$ cat src/rtl/mbr_handshake_if.sv
// Memory-side bus of the memory buffer register.
//
// Handshake: the master raises mem_req together with mem_we, mem_addr and
// mem_wdata, and holds all four stable until the first rising edge at which
// the slave drives mem_ack=1 (mem_rdata is sampled at that same edge for a
// read) or until the master gives up on a timeout. mem_ack is only
// meaningful while mem_req=1.
//
// Signals
//   mem_req    master -> slave  transaction request
//   mem_we     master -> slave  1 = write, 0 = read (valid while mem_req=1)
//   mem_addr   master -> slave  transaction address
//   mem_wdata  master -> slave  write data
//   mem_ack    slave -> master  completes the current transaction
//   mem_rdata  slave -> master  read data, valid with mem_ack
interface mbr_handshake_if #(
  parameter int DATA_W = 16,
  parameter int ADDR_W = 8
);
  logic              mem_req;
  logic              mem_we;
  logic [ADDR_W-1:0] mem_addr;
  logic [DATA_W-1:0] mem_wdata;
  logic              mem_ack;
  logic [DATA_W-1:0] mem_rdata;

  modport master (
    output mem_req, mem_we, mem_addr, mem_wdata,
    input  mem_ack, mem_rdata
  );

  modport slave (
    input  mem_req, mem_we, mem_addr, mem_wdata,
    output mem_ack, mem_rdata
  );
endinterface

$ cat src/rtl/mbr_handshake.sv
// Memory buffer register: holds the CPU data word between the accumulator
// and RAM. It loads from the accumulator or runs one read/write bus
// transaction at a time over a req/ack handshake with a wait-state timeout.
//
// Ports
//   clk, rst_n   clock (rising edge), asynchronous active-low reset
//   ld_acc       pulse: mbr_data <= acc_data (only while idle)
//   wr_start     pulse: write mbr_data to memory at addr_in
//   rd_start     pulse: read memory at addr_in into mbr_data
//   err_clr      clears the sticky err flag
//   addr_in      transaction address, sampled when a command is accepted
//   acc_data     accumulator value
//   mem          memory bus (master side)
//   mbr_data     buffer register contents
//   busy         high while a transaction is outstanding
//   done         one-cycle pulse after an acked transaction
//   err          sticky timeout flag
//   state_dbg    current FSM state (0 IDLE, 1 RD_WAIT, 2 WR_WAIT)
module mbr_handshake #(
  parameter int DATA_W  = 16,
  parameter int ADDR_W  = 8,
  parameter int TIMEOUT = 15
) (
  input  logic              clk,
  input  logic              rst_n,
  input  logic              ld_acc,
  input  logic              wr_start,
  input  logic              rd_start,
  input  logic              err_clr,
  input  logic [ADDR_W-1:0] addr_in,
  input  logic [DATA_W-1:0] acc_data,
  mbr_handshake_if.master   mem,
  output logic [DATA_W-1:0] mbr_data,
  output logic              busy,
  output logic              done,
  output logic              err,
  output logic [1:0]        state_dbg
);

  // TIMEOUT=0 still needs a legal 1-bit counter even though it never counts.
  localparam int CNT_W = (TIMEOUT > 0) ? $clog2(TIMEOUT + 1) : 1;
  localparam logic [CNT_W-1:0] CNT_LAST = (TIMEOUT > 0) ? CNT_W'(TIMEOUT - 1) : '0;

  typedef enum logic [1:0] {
    IDLE    = 2'd0,
    RD_WAIT = 2'd1,
    WR_WAIT = 2'd2
  } state_t;

  state_t            state_q, state_d;
  logic [CNT_W-1:0]  cnt_q, cnt_d;
  logic [DATA_W-1:0] mbr_q, mbr_d;
  logic [ADDR_W-1:0] addr_q, addr_d;
  logic              req_q, req_d;
  logic              we_q, we_d;
  logic              done_q, done_d;
  logic              err_q, err_d;

  always_ff @(posedge clk or negedge rst_n) begin
    if (!rst_n) begin
      state_q <= IDLE;
      cnt_q   <= '0;
      mbr_q   <= '0;
      addr_q  <= '0;
      req_q   <= 1'b0;
      we_q    <= 1'b0;
      done_q  <= 1'b0;
      err_q   <= 1'b0;
    end else begin
      state_q <= state_d;
      cnt_q   <= cnt_d;
      mbr_q   <= mbr_d;
      addr_q  <= addr_d;
      req_q   <= req_d;
      we_q    <= we_d;
      done_q  <= done_d;
      err_q   <= err_d;
    end
  end

  always_comb begin
    state_d = state_q;
    cnt_d   = cnt_q;
    mbr_d   = mbr_q;
    addr_d  = addr_q;
    req_d   = req_q;
    we_d    = we_q;
    done_d  = 1'b0;
    err_d   = err_q;

    // err_clr is applied first so a timeout on the same edge overrides it.
    if (err_clr) err_d = 1'b0;

    unique case (state_q)
      IDLE: begin
        // Priority ld_acc > wr_start > rd_start; losers are dropped.
        if (ld_acc) begin
          mbr_d = acc_data;
        end else if (wr_start || rd_start) begin
          addr_d  = addr_in;
          req_d   = 1'b1;
          we_d    = wr_start;
          cnt_d   = '0;
          err_d   = 1'b0;
          state_d = wr_start ? WR_WAIT : RD_WAIT;
        end
      end
      RD_WAIT, WR_WAIT: begin
        if (mem.mem_ack) begin
          req_d   = 1'b0;
          we_d    = 1'b0;
          done_d  = 1'b1;
          state_d = IDLE;
          if (state_q == RD_WAIT) mbr_d = mem.mem_rdata;
        end else if (TIMEOUT != 0 && cnt_q == CNT_LAST) begin
          req_d   = 1'b0;
          we_d    = 1'b0;
          err_d   = 1'b1;
          state_d = IDLE;
        end else if (TIMEOUT != 0) begin
          cnt_d = cnt_q + CNT_W'(1);
        end
      end
      default: state_d = IDLE;
    endcase
  end

  assign mem.mem_req   = req_q;
  assign mem.mem_we    = we_q;
  assign mem.mem_addr  = addr_q;
  assign mem.mem_wdata = mbr_q;
  assign mbr_data      = mbr_q;
  assign busy          = (state_q != IDLE);
  assign done          = done_q;
  assign err           = err_q;
  assign state_dbg     = state_q;

endmodule

$ cat src/flat_wrapper.sv
// flat-port wrapper written by rule: the top's interface ports become plain ports
module mbr_handshake_flat 
#(
  parameter int DATA_W  = 16,
  parameter int ADDR_W  = 8,
  parameter int TIMEOUT = 15
)
  (clk, rst_n, ld_acc, wr_start, rd_start, err_clr, addr_in, acc_data, mbr_data, busy, done, err, state_dbg, mem_mem_req, mem_mem_we, mem_mem_addr, mem_mem_wdata, mem_mem_ack, mem_mem_rdata);
  mbr_handshake_if #(.DATA_W(DATA_W), .ADDR_W(ADDR_W)) mem_i ();
  input  logic clk;
  input  logic rst_n;
  input  logic ld_acc;
  input  logic wr_start;
  input  logic rd_start;
  input  logic err_clr;
  input  logic [ADDR_W-1:0] addr_in;
  input  logic [DATA_W-1:0] acc_data;
  output logic [DATA_W-1:0] mbr_data;
  output logic busy;
  output logic done;
  output logic err;
  output logic [1:0] state_dbg;
  output wire logic [$bits(mem_i.mem_req)-1:0] mem_mem_req;
  output wire logic [$bits(mem_i.mem_we)-1:0] mem_mem_we;
  output wire logic [$bits(mem_i.mem_addr)-1:0] mem_mem_addr;
  output wire logic [$bits(mem_i.mem_wdata)-1:0] mem_mem_wdata;
  input wire logic [$bits(mem_i.mem_ack)-1:0] mem_mem_ack;
  input wire logic [$bits(mem_i.mem_rdata)-1:0] mem_mem_rdata;
  assign mem_mem_req = mem_i.mem_req;
  assign mem_mem_we = mem_i.mem_we;
  assign mem_mem_addr = mem_i.mem_addr;
  assign mem_mem_wdata = mem_i.mem_wdata;
  assign mem_i.mem_ack = mem_mem_ack;
  assign mem_i.mem_rdata = mem_mem_rdata;
  mbr_handshake #(.DATA_W(DATA_W), .ADDR_W(ADDR_W), .TIMEOUT(TIMEOUT)) u_core (.clk(clk), .rst_n(rst_n), .ld_acc(ld_acc), .wr_start(wr_start), .rd_start(rd_start), .err_clr(err_clr), .addr_in(addr_in), .acc_data(acc_data), .mem(mem_i), .mbr_data(mbr_data), .busy(busy), .done(done), .err(err), .state_dbg(state_dbg));
endmodule
$ cat config.mk
export PLATFORM = sky130hd
export DESIGN_NAME = mbr_handshake_flat
export DESIGN_NICKNAME = d
export VERILOG_FILES = /design/src/rtl/mbr_handshake_if.sv /design/src/rtl/mbr_handshake.sv /design/src/flat_wrapper.sv
export SDC_FILE = /design/constraint.sdc
export NUM_CORES = 1
export LEC_CHECK = 0
export ABC_AREA = 1
export ABC_CLOCK_PERIOD_IN_PS = 4200
export BUFFER_PORTS_ARGS = -buffer_cell sky130_fd_sc_hd__buf_2
export CAP_MARGIN = 25
export CORE_MARGIN = 4
export CORE_UTILIZATION = 30
export CTS_BUF_LIST = sky130_fd_sc_hd__clkbuf_8
export DETAILED_ROUTE_END_ITERATION = 6
export GPL_ROUTABILITY_DRIVEN = 0
export PLACE_DENSITY_LB_ADDON = 0.2
export SLEW_MARGIN = 5
export SYNTH_ARGS = -nofsm -noshare
export SYNTH_HDL_FRONTEND = slang
export SYNTH_SLANG_ARGS = --single-unit
$ cat constraint.sdc
create_clock -name clk -period 4.2 [get_ports clk]
set_input_delay 0.42 -clock clk [delete_from_list [all_inputs] [get_ports clk]]
set_output_delay 0.42 -clock clk [all_outputs]
set_load 0.1 [all_outputs]
; Word level (Yosys, flattened, before mapping)
; Index checks and enable logic that the tools add are counted.
[op_classes]
n_addsub = 1
multipliers = 0
n_div = 0
magnitude_cmp = 0
n_eq_ne = 11
shifts = 0
n_mux = 31
n_bitwise = 1
n_reduce_logical = 10
[ops]
columns = operator, count
row1 = $mux 16, 3
row2 = $pmux 16 s2, 1
row3 = $mux 4, 4
row4 = $mux 1, 13
row5 = $mux 2, 5
row6 = $ne 2x2->1 const B, 5
row7 = $pmux 4 s2, 1
row8 = $reduce_and 4->1, 2
row9 = $pmux 1 s2, 3
row10 = $reduce_and 3->1, 2
row11 = $reduce_and 5->1, 1
row12 = $add 4x1->4 const B, 1
row13 = $eq 4x4->1 const B, 1
row14 = $ne 2x1->1 const B, 2
row15 = $pmux 2 s2, 1
row16 = $reduce_bool 2->1, 2
row17 = $ne 3x2->1 const B, 1
row18 = $eq 2x1->1 const B, 1
row19 = $eq 2x2->1 const B, 1
row20 = $logic_not 2->1, 1
row21 = $reduce_or 2->1, 1
row22 = $logic_or 1x1->1, 1
row23 = $not 1->1, 1
[totals]
regBits = 34
latchBits = 0
mem_bits_rw = 0
mem_bits_ro = 0
in_bits = 47
word_cells = 62
memories = 0

; Longest topological paths before layout
; Gate-level depths: netlist (run 1).
[logic_depth]
depth_word = 4
depth_mapped = 10
depth_no_buf = 8

; Worst setup path after synthesis (run 1)
; Ideal clock, no wire load.
[synth_path]
path_type = register to register
startpoint = register u_core.state_q[0], in the netlist u_core.state_dbg[0]
endpoint = register u_core.addr_q[6], in the netlist u_core.mem.mem_addr[6]
t_arrival_ns = 2.515
t_required_ns = 4.126
slack_ns = 1.611
stages_incl_launch_ff = 11
path_buffers = 3
path_cell_list = dfrtp_1 > inv_1 > ha_1 > inv_2 > or2_1 > buf_6 > or2_1 > buf_6 > buf_6 > nand2_2 > o21ai_2
[synth_via]
elab_chain_cells = 2
[synth_rtl]
columns = element, line_no
row1 = from (decl), mbr_handshake.sv:50  ; state_t state_q, state_d;
row2 = from (signal assigned), mbr_handshake.sv:70  ; state_q <= state_d;
row3 = $logic_not 2->1, mbr_handshake.sv:94  ; unique case (state_q)
row4 = $reduce_and 3->1 (no source line), n/a
row5 = to (signal assigned), mbr_handshake.sv:73  ; addr_q <= addr_d;
row6 = to (decl), mbr_handshake.sv:53  ; logic [ADDR_W-1:0] addr_q, addr_d;
; No other way between the ends.
; A chain may end at the register's enable or synchronous reset.

; Worst setup path after layout (run 1)
[layout_path]
startpoint = register u_core.state_q[1], in the netlist u_core.state_dbg[1]
endpoint = register u_core.mbr_q[3], in the netlist u_core.mbr_data[3]
[layout_via]
elab_chain_cells = 4
elab_cells_between_ends = 10
[layout_rtl]
columns = element, line_no
row1 = $eq 2x2->1 / $eq 2x1->1 (equally long branches), "mbr_handshake.sv:94, mbr_handshake.sv:114"
row2 = $reduce_or 2->1, mbr_handshake.sv:94
row3 = "$ne 2x1->1 (no source line), or another cell as far along", n/a
row4 = $reduce_and 4->1 (no source line), n/a
row5 = to (signal assigned), mbr_handshake.sv:72  ; mbr_q <= mbr_d;
row6 = to (decl), mbr_handshake.sv:52  ; logic [DATA_W-1:0] mbr_q, mbr_d;
; Several ways; a longest one is shown, not always the timed one.

==> impl_metrics.py, run 1 <==
metrics = {
    "worst_setup_path": {
        "crit_path_max_fanout": 23,
        "worst-path-buf-inv": 2,
        "crit_path_arrival_time_ps": 3470,
        "crit_chain": "inv_1 -> ha_1 -> inv_2 -> nor2_1 -> nor3_2 -> nand2_1 -> nand2_1 -> nand2_1",
        "startpoint_type": "flop",
        "cp-end-kind": "flop",
        "setup.worst_path.class": "flop to flop",
        "data_required_time_of_the_critical_path_ps": 4370,
        "path_delay_family": "simple AND/OR/NAND/NOR gates",
        "r2r_cells": 8,
        "critPathMaxStageDelay_ps": 740,
        "path_depth": 8,
        "crit-reg2reg-capture": "u_core.mbr_data[3]$_DFFE_PN0P_",
        "crit_path_frequent_cell": "sky130_fd_sc_hd__nand2_1",
        "worst_r2r_startpoint": "u_core.state_dbg[1]$_DFFE_PN0P_",
        "worst-r2r-setup-slack_ps": 900,
        "crit_slowest_cell": "sky130_fd_sc_hd__nor3_2",
    },
    "floorplan": {
        "floorplan.initialDensity_pct": 31.5,
        "io-pin-count": 94,
        "dieHeight_um": 87.8,
        "design.die.area_um2": 7700,
        "floorplan.core_area_um2": 6060,
        "core.rowCount": 28,
        "die_width_um": 87.8,
    },
    "logic_synthesis": {
        "synth_compound_area_share_pct": 5.57,
        "post_synth_mux_area_share_pct": 0,
        "synth_seq_cells": 34,
        "synthesis.instances": 251,
        "synth_top_family_by_area": "simple AND/OR/NAND/NOR gates",
        "synth-seq-area-share_pct": 44.6,
        "synthesis.area_um2": 1910,
        "synthesis.nets": 303,
        "synth_fa_ha_area_share_pct": 3.28,
        "simple_gate_share_of_the_synthesized_area_pct": 33.0,
        "post_synth_xor_area_fraction_pct": 0.459,
        "yosys_warnings": 0,
        "average_size_of_a_mapped_cell_um2": 7.60,
        "yosysUniqueCellTypes": 23,
    },
    "cts": {
        "clk_pin_slew_worst_paths_ps": 70,
        "clock_sink_count": 34,
        "cts_tree": "done",
        "ctsRootBufferMaster": "sky130_fd_sc_hd__clkbuf_8",
        "worstSkewPairLatency_ps": 280,
        "ctsHtreeMaxLevel": 2,
        "cts_repair_resized_insts": 0,
        "cts_max_path_buffers": 2,
        "numCtsBuffers": 5,
        "post_cts_buffers": 0,
        "cts_hold_repair_buffers": 0,
    },
    "timing": {
        "hold_viol": 0,
        "worst-slew-pin-transition_ps": 957,
        "final-setup-viol-count": 0,
        "largest_clock_skew_in_the_final_design_ps": 4.48,
        "fmax_ghz": 0.303,
        "timing.hold.ws_ps": 213,
        "rsz0062_at_grt": "false",
        "fin_crit_sh_pct": 78.6,
        "period_minus_slack_ps": 3300,
        "setup_tns_ps": 0,
        "final_max_slew_viol_count": 0,
        "max-slew-margin-rel_pct": 35.9,
    },
    "finish": {
        "final_net_count": 377,
        "antenna_cells": 0,
        "nFillCells": 637,
        "areaGrowthSynthToFinish_pct": 24.6,
        "drive_above_1_share_pct": 35.0,
    },
    "grt": {
        "number_of_global_route_vias_before_repair": 1662,
        "globalRouteTotalUtil_pct": 12.7,
        "grt_first_pass_wirelength_mm": 7.62,
        "grt_start_max_net_pins": 35,
        "global_route.overflow_total": 0,
        "antenna_found_initial": 0,
    },
    "place": {
        "port_buffers": 93,
        "dp.final_hpwl_mm": 3.56,
    },
    "drt": {
        "viasPerCell": 4.32,
        "drt-wirelength-per-cell_um": 12.0,
        "detailedRoute.firstIterationViolations": 66,
        "dr.pass1.iters": 4,
        "drt_drc_violations_left": 0,
        "via_count": 1731,
        "postRouteWirelength_mm": 4.80,
        "drtAntennaViolNets": 0,
    },
    "job": {
        "cap_viol_max_count": 0,
    },
    "status": {
        "run_status": "completed",
    },
    "worst_hold_path": {
        "worst_hold_path_type": "input port to asynchronous set/reset pin",
    },
}
## Yosys cell counts
| library cell | number | share of area, % |
|---|---|---|
| sky130_fd_sc_hd__o21ai_2 | 8 | 3.7 |
| sky130_fd_sc_hd__or2_1 | 2 | 0.66 |
| sky130_fd_sc_hd__a21oi_1 | 1 | 0.26 |
| sky130_fd_sc_hd__and2_1 | 1 | 0.33 |
| sky130_fd_sc_hd__dfrtp_1 | 34 | 45 |
| sky130_fd_sc_hd__nor2_1 | 7 | 1.4 |
| sky130_fd_sc_hd__buf_2 | 1 | 0.26 |
| sky130_fd_sc_hd__nand3_1 | 21 | 5.5 |
| sky130_fd_sc_hd__inv_2 | 2 | 0.39 |
| sky130_fd_sc_hd__ha_1 | 5 | 3.3 |
| sky130_fd_sc_hd__o21ai_0 | 5 | 1.3 |
| sky130_fd_sc_hd__clkbuf_1 | 5 | 0.98 |
| sky130_fd_sc_hd__buf_1 | 1 | 0.20 |
| sky130_fd_sc_hd__buf_4 | 16 | 6.3 |
| sky130_fd_sc_hd__nand4_1 | 5 | 1.6 |
| sky130_fd_sc_hd__inv_1 | 16 | 3.1 |
| sky130_fd_sc_hd__o22ai_1 | 1 | 0.33 |
| sky130_fd_sc_hd__nor3_2 | 1 | 0.52 |
| sky130_fd_sc_hd__nand2_2 | 2 | 0.66 |
| sky130_fd_sc_hd__buf_6 | 3 | 1.8 |
| sky130_fd_sc_hd__or2_2 | 1 | 0.33 |
| sky130_fd_sc_hd__nand2_1 | 112 | 22 |
| sky130_fd_sc_hd__xnor2_1 | 1 | 0.46 |
## state kept, by name, summed over array words and instances, names as in the netlist
signal / cells
u_core.mbr_data: 16
u_core.mem.mem_addr: 8
u_core.cnt_q: 4
u_core.state_dbg: 2
u_core.done: 1
u_core.err: 1
u_core.mem.mem_req: 1
u_core.mem.mem_we: 1
## final cells by class
| class | instances | area (um2) | area share (%) |
|---|---|---|---|
| Timing Repair Buffer | 93 | 465 | 19.6 |
| Clock buffer | 6 | 82.6 | 3.47 |
| Tap cell | 75 | 93.8 | 3.95 |
| Clock inverter | 2 | 8.76 | 0.368 |
| Inverter | 18 | 67.6 | 2.84 |
| Multi-Input combinational cell | 173 | 808 | 34.0 |
| Sequential cell | 34 | 851 | 35.8 |
## per-layer routing
metal  vias to the layer above  wire length, um  track usage [%]  share of wire, %
met3                         5              461             3.95               9.6
met1                       751             2100             15.6                44
met2                        67             2170             21.3                45
li1                        908                -                -                 -
met4                         0               66             3.77               1.4
met5                         -                0                0                 0
## worst reg2reg max path, stage by stage (launching register included)
cell	delay, ps
sky130_fd_sc_hd__dfrtp_1	430
sky130_fd_sc_hd__inv_1	70
sky130_fd_sc_hd__ha_1	540
sky130_fd_sc_hd__inv_2	420
sky130_fd_sc_hd__nor2_1	140
sky130_fd_sc_hd__nor3_2	740
sky130_fd_sc_hd__nand2_1	610
sky130_fd_sc_hd__nand2_1	190
sky130_fd_sc_hd__nand2_1	70
## per-stage QoR
step	cells	instance area, um2	worst slack, ps	util (%)
floorplan	251	1910	1610	-
global placement	393	2290	1030	37.7
detailed placement	393	2290	913	37.7
CTS	401	2380	877	39.2
global route	401	2380	544	39.2
finish	401	2380	899	39.2
## worst max-delay path by stage
stage / from / to / slack (ps)
after global routing: u_core.state_dbg[0]$_DFFE_PN0P_ / u_core.mbr_data[5]$_DFFE_PN0P_ / 540
final: u_core.state_dbg[1]$_DFFE_PN0P_ / u_core.mbr_data[3]$_DFFE_PN0P_ / 900
after CTS: u_core.state_dbg[1]$_DFFE_PN0P_ / u_core.mbr_data[5]$_DFFE_PN0P_ / 880
after floorplan: u_core.state_dbg[0]$_DFFE_PN0P_ / u_core.mem.mem_addr[6]$_DFFE_PN0P_ / 1610
after global placement: u_core.state_dbg[1]$_DFFE_PN0P_ / u_core.mbr_data[14]$_DFFE_PN0P_ / 1030
after detailed placement: u_core.state_dbg[1]$_DFFE_PN0P_ / u_core.mbr_data[5]$_DFFE_PN0P_ / 910
## kinds of logic after synthesis
kind of cell | Yosys count
flip-flops | 34
adder cells (fa/ha/maj) | 5
buffers and inverters | 44
AO/OA/AOI/OAI | 15
AND/OR/NAND/NOR | 152
XOR/XNOR | 1
## cells in the final DEF (no fill, tap or decap), types with 2 or more instances in the layout
cell type                  netlist  layout
sky130_fd_sc_hd__buf_2           1      93
sky130_fd_sc_hd__nor2_1          7       7
sky130_fd_sc_hd__nand2_2         2       2
sky130_fd_sc_hd__o21ai_0         5       5
sky130_fd_sc_hd__dfrtp_1        34      34
sky130_fd_sc_hd__nand3_1        21      21
sky130_fd_sc_hd__o21ai_2         8       8
sky130_fd_sc_hd__clkbuf_8        0       6
sky130_fd_sc_hd__inv_1          16      17
sky130_fd_sc_hd__ha_1            5       5
sky130_fd_sc_hd__nand2_1       112     112
sky130_fd_sc_hd__inv_2           2       2
sky130_fd_sc_hd__or2_1           2       2
sky130_fd_sc_hd__nand4_1         5       5
Power of run 1 is not shown: default switching activity piles up to over one toggle a cycle in this logic, so the estimate is an artifact.
==> run 2: changes to the inputs <==
--- a/config.mk
+++ b/config.mk
@@ -5,8 +5,8 @@
 export SDC_FILE = /design/constraint.sdc
 export NUM_CORES = 1
 export LEC_CHECK = 0
-export ABC_AREA = 1
-export ABC_CLOCK_PERIOD_IN_PS = 4200
+export ABC_AREA = 0
+export ABC_CLOCK_PERIOD_IN_PS = 3000
 export BUFFER_PORTS_ARGS = -buffer_cell sky130_fd_sc_hd__buf_2
 export CAP_MARGIN = 25
 export CORE_MARGIN = 4
==> constraint.sdc (replaced) <==
create_clock -name clk -period 3 [get_ports clk]
set_input_delay 0.3 -clock clk [delete_from_list [all_inputs] [get_ports clk]]
set_output_delay 0.3 -clock clk [all_outputs]
set_load 0.1 [all_outputs]
==> run 2 against run 1 <==
Effect of this change: count of clock-buffer cells in the layout unchanged; area after synthesis is 2.9% higher; setup slack improved by 45 ps; via count decreased by 18%; global-route usage shrank 1.9 points; hold slack got worse by 120 ps; first-iteration DRC count fell by 14%; design area rose by 2.8%.
==> impl_metrics.py, run 2 <==
metrics = {
    "timing": {
        "final-setup-viol-count": 0,
        "final_max_slew_viol_count": 0,
        "setup_tns_ps": 0,
        "period_minus_slack_ps": 2060,
        "hold_viol": 0,
        "max-slew-margin-rel_pct": 48.3,
        "fin_crit_sh_pct": 68.5,
        "fmax_ghz": 0.486,
        "setup_ws_ps": 944,
        "largest_clock_skew_in_the_final_design_ps": 5.29,
        "rsz0062_at_grt": "false",
        "worst-slew-pin-transition_ps": 775,
    },
    "worst_setup_path": {
        "crit_chain": "inv_1 -> ha_1 -> inv_1 -> buf_2",
        "startpoint_type": "flop",
        "worst-r2r-setup-slack_ps": 960,
        "data_required_time_of_the_critical_path_ps": 2700,
        "crit_path_frequent_cell": "sky130_fd_sc_hd__inv_1",
        "critPathMaxStageDelay_ps": 470,
        "crit_path_max_fanout": 9,
        "crit_slowest_cell": "sky130_fd_sc_hd__buf_2",
        "startpoint_of_the_most_critical_setup_path": "u_core.state_dbg[0]$_DFFE_PN0P_",
        "worst_r2r_startpoint": "u_core.state_dbg[0]$_DFFE_PN0P_",
        "cp-endpoint": "busy",
        "setup.worst_path.class": "flop to output port",
        "crit-reg2reg-capture": "u_core.mbr_data[10]$_DFFE_PN0P_",
        "r2r_cells": 5,
        "cp-end-kind": "output port",
        "crit_path_arrival_time_ps": 1760,
        "path_delay_family": "buffers and inverters",
        "path_depth": 4,
        "worst-path-buf-inv": 3,
    },
    "cts": {
        "ctsRootBufferMaster": "sky130_fd_sc_hd__clkbuf_8",
        "cts_repair_resized_insts": 0,
        "cts_max_path_buffers": 2,
        "cts_hold_repair_buffers": 0,
        "cts_tree": "done",
        "clock_sink_count": 34,
        "post_cts_buffers": 0,
        "clk_pin_slew_worst_paths_ps": 70,
        "ctsHtreeMaxLevel": 2,
        "worstSkewPairLatency_ps": 280,
        "numCtsBuffers": 5,
    },
    "logic_synthesis": {
        "count_of_flip_flops_with_a_built_in_enable_after_synthesis": 0,
        "synthesis.area_um2": 1960,
        "synth-seq-area-share_pct": 43.3,
        "yosysUniqueCellTypes": 44,
        "post-synth-top-area-cell": "sky130_fd_sc_hd__dfrtp_1",
        "synth_async_sr_flop_share_pct": 100,
        "synth_seq_cells": 34,
        "synthesis.nets": 207,
        "yosysMostFrequentCell": "sky130_fd_sc_hd__dfrtp_1",
        "synth-main-ff-cell": "sky130_fd_sc_hd__dfrtp_1",
        "yosys_warnings": 0,
        "synthTopCellsByCount": "sky130_fd_sc_hd__dfrtp_1 (34), sky130_fd_sc_hd__mux2_2 (30), sky130_fd_sc_hd__buf_4 (17)",
        "synthesis.instances": 155,
        "post_synth_main_area_contributors": "sky130_fd_sc_hd__dfrtp_1 (43%), sky130_fd_sc_hd__mux2_2 (17%), sky130_fd_sc_hd__mux2_4 (7.6%)",
        "post-synth-top-area-fraction_pct": 43.3,
        "average_size_of_a_mapped_cell_um2": 12.7,
    },
    "floorplan": {
        "design.die.area_um2": 7900,
        "core.rowCount": 29,
        "io-pin-count": 94,
        "floorplan.core_area_um2": 6350,
        "die_width_um": 88.9,
        "dieHeight_um": 88.9,
        "floorplan.initialDensity_pct": 30.9,
    },
    "grt": {
        "grt_first_pass_wirelength_mm": 6.48,
        "global_route.overflow_total": 0,
        "antenna_found_initial": 0,
        "grt_start_max_net_pins": 35,
        "globalRouteTotalUtil_pct": 10.7,
        "number_of_global_route_vias_before_repair": 1369,
    },
    "worst_hold_path": {
        "worst_hold_path_type": "input port to asynchronous set/reset pin",
    },
    "drt": {
        "viasPerCell": 4.56,
        "drt_drc_violations_left": 0,
        "drt-wirelength-per-cell_um": 13.9,
        "postRouteWirelength_mm": 4.34,
        "drtAntennaViolNets": 0,
        "via_count": 1422,
        "dr.pass1.iters": 4,
        "detailedRoute.firstIterationViolations": 57,
    },
    "place": {
        "dp.final_hpwl_mm": 3.39,
        "place_worst_setup_slack_ps": 933,
        "port_buffers": 93,
    },
    "finish": {
        "areaGrowthSynthToFinish_pct": 24.5,
        "antenna_cells": 0,
        "registers.top_by_ff_count": "u_core.mbr_data",
        "drive_above_1_share_pct": 63.4,
        "layout.cells.most_common_list": "sky130_fd_sc_hd__buf_2 (93), sky130_fd_sc_hd__dfrtp_1 (34), sky130_fd_sc_hd__mux2_2 (30)",
        "largest_register_ffs": 16,
        "final_net_count": 286,
        "mostFrequentLayoutCell": "sky130_fd_sc_hd__buf_2",
    },
    "status": {
        "run_status": "completed",
    },
    "job": {
        "cap_viol_max_count": 0,
    },
}
==> run 2: changes by cell type after synthesis, moves of 3 or more <==
| cell | delta |
|---|---|
| sky130_fd_sc_hd__o21ai_0 | -3 |
| sky130_fd_sc_hd__nor2_1 | -6 |
| sky130_fd_sc_hd__nand2b_1 | +4 |
| sky130_fd_sc_hd__nand3_1 | -15 |
| sky130_fd_sc_hd__o21ai_2 | -8 |
| sky130_fd_sc_hd__clkbuf_1 | -5 |
| sky130_fd_sc_hd__nand4_1 | -5 |
| sky130_fd_sc_hd__mux2_4 | +10 |
| sky130_fd_sc_hd__mux2_2 | +30 |
| sky130_fd_sc_hd__inv_1 | -10 |
| sky130_fd_sc_hd__nand2_1 | -111 |
==> run 2: worst min path at each step <==
stage                      from                               to  cells after the start  slack, ps
after global routing      rst_n  u_core.mbr_data[12]$_DFFE_PN0P_                      1        160
after floorplan           rst_n      u_core.cnt_q[0]$_DFFE_PN0P_                      0          4
after CTS                 rst_n  u_core.mbr_data[12]$_DFFE_PN0P_                      1        130
after global placement    rst_n  u_core.state_dbg[0]$_DFFE_PN0P_                      1        430
after detailed placement  rst_n  u_core.state_dbg[0]$_DFFE_PN0P_                      1        440
final                     rst_n  u_core.mbr_data[12]$_DFFE_PN0P_                      1        100
==> run 2: worst register-to-register path: cells and delay by family, from the launching register on <==
family / cells / cell delay, ps
AOI/OAI and AO/OA: 1 / 600
DFF: 1 / 410
muxes: 1 / 410
adders and majority gates: 1 / 370
buffers and inverters: 2 / 150
==> run 2: metal layers <==
metal	routed length [um]	vias up	track usage, %
met3	309	5	3.13
li1	-	711	-
met1	1790	661	13.1
met2	2210	45	18.3
met4	40	0	3.30
met5	0	-	0
==> run 2: per-stage QoR <==
step / instances / instance area [um2] / hold slack, ps / util (%)
5_1_grt: 312 / 2440 / 160 / 38.5
2_1_floorplan: 155 / 1960 / 4.41 / -
6_report: 312 / 2440 / 97.3 / 38.5
4_1_cts: 312 / 2440 / 130 / 38.5
3_3_place_gp: 304 / 2350 / 431 / 37.0
3_5_place_dp: 304 / 2350 / 436 / 37.0
==> run 2: cells by family (layout without fill, tap and decap cells) <==
group | Yosys count | after routing | synth area share, %
buf+inv | 29 | 109 | 10.8
simple gates | 20 | 20 | 6.25
compound gates | 27 | 27 | 11.6
mux | 40 | 40 | 24.9
fa+ha+maj | 5 | 5 | 3.19
flops | 34 | 34 | 43.3
==> run 2: cell type report <==
type	count	area (um2)
repair buffers	94	473
flip-flops and latches	34	851
inverters	7	31.3
multi-input cells	92	901
fillers	617	3910
clock buffers	6	82.6
clock inverters	2	8.76
well taps	77	96.3
Power of run 2 is left out for the same reason.
==> run 3: changes to the inputs <==
--- a/config.mk
+++ b/config.mk
@@ -6,7 +6,7 @@
 export NUM_CORES = 1
 export LEC_CHECK = 0
 export ABC_AREA = 0
-export ABC_CLOCK_PERIOD_IN_PS = 3000
+export ABC_CLOCK_PERIOD_IN_PS = 2050
 export BUFFER_PORTS_ARGS = -buffer_cell sky130_fd_sc_hd__buf_2
 export CAP_MARGIN = 25
 export CORE_MARGIN = 4
==> constraint.sdc (replaced) <==
create_clock -name clk -period 2.05 [get_ports clk]
set_input_delay 0.205 -clock clk [delete_from_list [all_inputs] [get_ports clk]]
set_output_delay 0.205 -clock clk [all_outputs]
set_load 0.1 [all_outputs]
==> run 3 against run 2 <==
Effect of this change: register-to-register slack worse by 790 ps; global-route usage up 0.80 points; clock skew down 1.9 ps; sequential share of layout area down 0.69 points; core utilization up 1.1 points; die area unchanged; sequential cell count unchanged; critical path type unchanged.
==> impl_metrics.py, run 3 (synthesis results as in run 2) <==
metrics = {
    "worst_setup_path": {
        "crit_slowest_cell": "sky130_fd_sc_hd__dfrtp_4",
        "crit_path_arrival_time_ps": 1700,
        "crit_path_max_fanout": 8,
        "data_required_time_of_the_critical_path_ps": 1850,
        "critPathMaxStageDelay_ps": 440,
        "worst-path-buf-inv": 4,
        "startpoint_type": "flop",
        "path_delay_family": "buffers and inverters",
        "setup.worst_path.class": "flop to output port",
        "cp-end-kind": "output port",
        "crit_chain": "inv_2 -> ha_1 -> buf_4 -> clkinvlp_4 -> buf_2",
    },
    "timing": {
        "period_minus_slack_ps": 1910,
        "hold_viol": 0,
        "final_max_slew_viol_count": 0,
        "max-slew-margin-rel_pct": 66.9,
        "largest_clock_skew_in_the_final_design_ps": 3.44,
        "setup_tns_ps": 0,
        "worst-slew-pin-transition_ps": 499,
        "final-setup-viol-count": 0,
        "fin_crit_sh_pct": 93.1,
        "rsz0062_at_grt": "false",
        "fmax_ghz": 0.524,
    },
    "cts": {
        "ctsRootBufferMaster": "sky130_fd_sc_hd__clkbuf_8",
        "clock_sink_count": 34,
        "worstSkewPairLatency_ps": 280,
        "cts_tree": "done",
        "ctsHtreeMaxLevel": 2,
        "numCtsBuffers": 5,
        "cts_max_path_buffers": 2,
        "clk_pin_slew_worst_paths_ps": 70,
        "cts_repair_resized_insts": 0,
    },
    "drt": {
        "drt_drc_violations_left": 0,
        "via_count": 1475,
        "postRouteWirelength_mm": 4.63,
        "viasPerCell": 4.62,
        "detailedRoute.firstIterationViolations": 42,
        "dr.pass1.iters": 4,
        "drtAntennaViolNets": 0,
        "drt-wirelength-per-cell_um": 14.5,
    },
    "grt": {
        "grt_first_pass_wirelength_mm": 7.02,
        "antenna_found_initial": 0,
        "globalRouteTotalUtil_pct": 11.5,
        "number_of_global_route_vias_before_repair": 1392,
        "global_route.overflow_total": 0,
        "grt_start_max_net_pins": 19,
    },
    "finish": {
        "layout.cells.most_common_list": "sky130_fd_sc_hd__buf_2 (93), sky130_fd_sc_hd__dfrtp_1 (32), sky130_fd_sc_hd__mux2_2 (30)",
        "largest_register_ffs": 16,
        "drive_above_1_share_pct": 65.7,
        "final_net_count": 294,
        "final_instance_count_without_filler_cells": 319,
        "areaGrowthSynthToFinish_pct": 28.1,
        "utilization_pct": 39.6,
        "mostFrequentLayoutCell": "sky130_fd_sc_hd__buf_2",
        "registers.top_by_ff_count": "u_core.mbr_data",
        "antenna_cells": 0,
    },
    "floorplan": {
        "floorplan.initialDensity_pct": 30.9,
        "design.die.area_um2": 7900,
        "die_width_um": 88.9,
        "dieHeight_um": 88.9,
        "io-pin-count": 94,
        "floorplan.core_area_um2": 6350,
        "core.rowCount": 29,
    },
    "place": {
        "dp.final_hpwl_mm": 3.56,
        "port_buffers": 93,
        "numPlacedInstances": 311,
    },
    "worst_hold_path": {
        "worst_hold_path_type": "input port to flop",
    },
    "job": {
        "cap_viol_max_count": 0,
    },
    "status": {
        "run_status": "completed",
    },
}
[run 3: changes by cell type in the layout (fill, tap and decap cells not counted)]
cell | before | now
sky130_fd_sc_hd__clkinvlp_4 | 0 | 1
sky130_fd_sc_hd__inv_1 | 7 | 5
sky130_fd_sc_hd__clkbuf_8 | 6 | 5
sky130_fd_sc_hd__buf_4 | 1 | 7
sky130_fd_sc_hd__inv_2 | 0 | 2
sky130_fd_sc_hd__buf_12 | 0 | 1
sky130_fd_sc_hd__dlygate4sd3_1 | 0 | 1
sky130_fd_sc_hd__clkinv_2 | 1 | 0
sky130_fd_sc_hd__dfrtp_1 | 34 | 32
sky130_fd_sc_hd__dfrtp_4 | 0 | 2
[run 3: path summary, 6_finish.rpt]
path	startpoint	endpoint	slack, ps	cells past startpoint
max in group asynchronous	rst_n	u_core.err$_DFF_PN0_	1120	3
min in group asynchronous	rst_n	u_core.mbr_data[5]$_DFFE_PN0P_	420	2
min reg2reg	u_core.mem.mem_we$_DFFE_PN0P_	u_core.mem.mem_we$_DFFE_PN0P_	500	1
max	u_core.state_dbg[0]$_DFFE_PN0P_	busy	140	5
min	addr_in[5]	u_core.mem.mem_addr[5]$_DFFE_PN0P_	160	2
max reg2reg	u_core.state_dbg[0]$_DFFE_PN0P_	u_core.mbr_data[4]$_DFFE_PN0P_	170	5
[run 3: final cells by class]
cell class / instances / area (um2)
fillers: 643 / 3830
well taps: 77 / 96.3
inverters: 7 / 35.0
clock buffers: 5 / 68.8
clock inverters: 2 / 7.51
multi-input cells: 92 / 901
flip-flops and latches: 34 / 858
repair buffers: 102 / 548
[run 3: timing repair]
item | CTS | global route
endpoints found under the hold margin | 16 | 0
hold buffers | 1 | 0
setup buffers | 0 | 0
[run 3: worst register-to-register path, cell delays in order (launching register included)]
cell and delay [ps]:
sky130_fd_sc_hd__dfrtp_4 440, sky130_fd_sc_hd__inv_2 50, sky130_fd_sc_hd__ha_1 370, sky130_fd_sc_hd__buf_4 280, sky130_fd_sc_hd__mux2_2 360, sky130_fd_sc_hd__mux2_4 270
[run 3: through the flow]
| stage | hold WS [ps] | worst slack [ps] | cell area (um2) |
|---|---|---|---|
| final | 158 | 142 | 2510 |
| after global routing | 145 | 50.4 | 2510 |
| after detailed placement | 166 | 172 | 2430 |
| after global placement | 163 | 196 | 2430 |
| after CTS | 146 | 121 | 2510 |
| after floorplan | -90.6 | 6.89 | 1980 |
[run 3: metal layers]
| layer | vias up | part of all wire (%) | GRT usage [%] | routed length, um |
|---|---|---|---|---|
| met3 | 5 | 7.6 | 3.04 | 352 |
| li1 | 721 | - | - | - |
| met1 | 694 | 40 | 14.8 | 1880 |
| met5 | - | 0 | 0 | 0 |
| met4 | 0 | 0.78 | 3.30 | 36 |
| met2 | 55 | 51 | 19.1 | 2370 |
Power of run 3 is left out for the same reason.
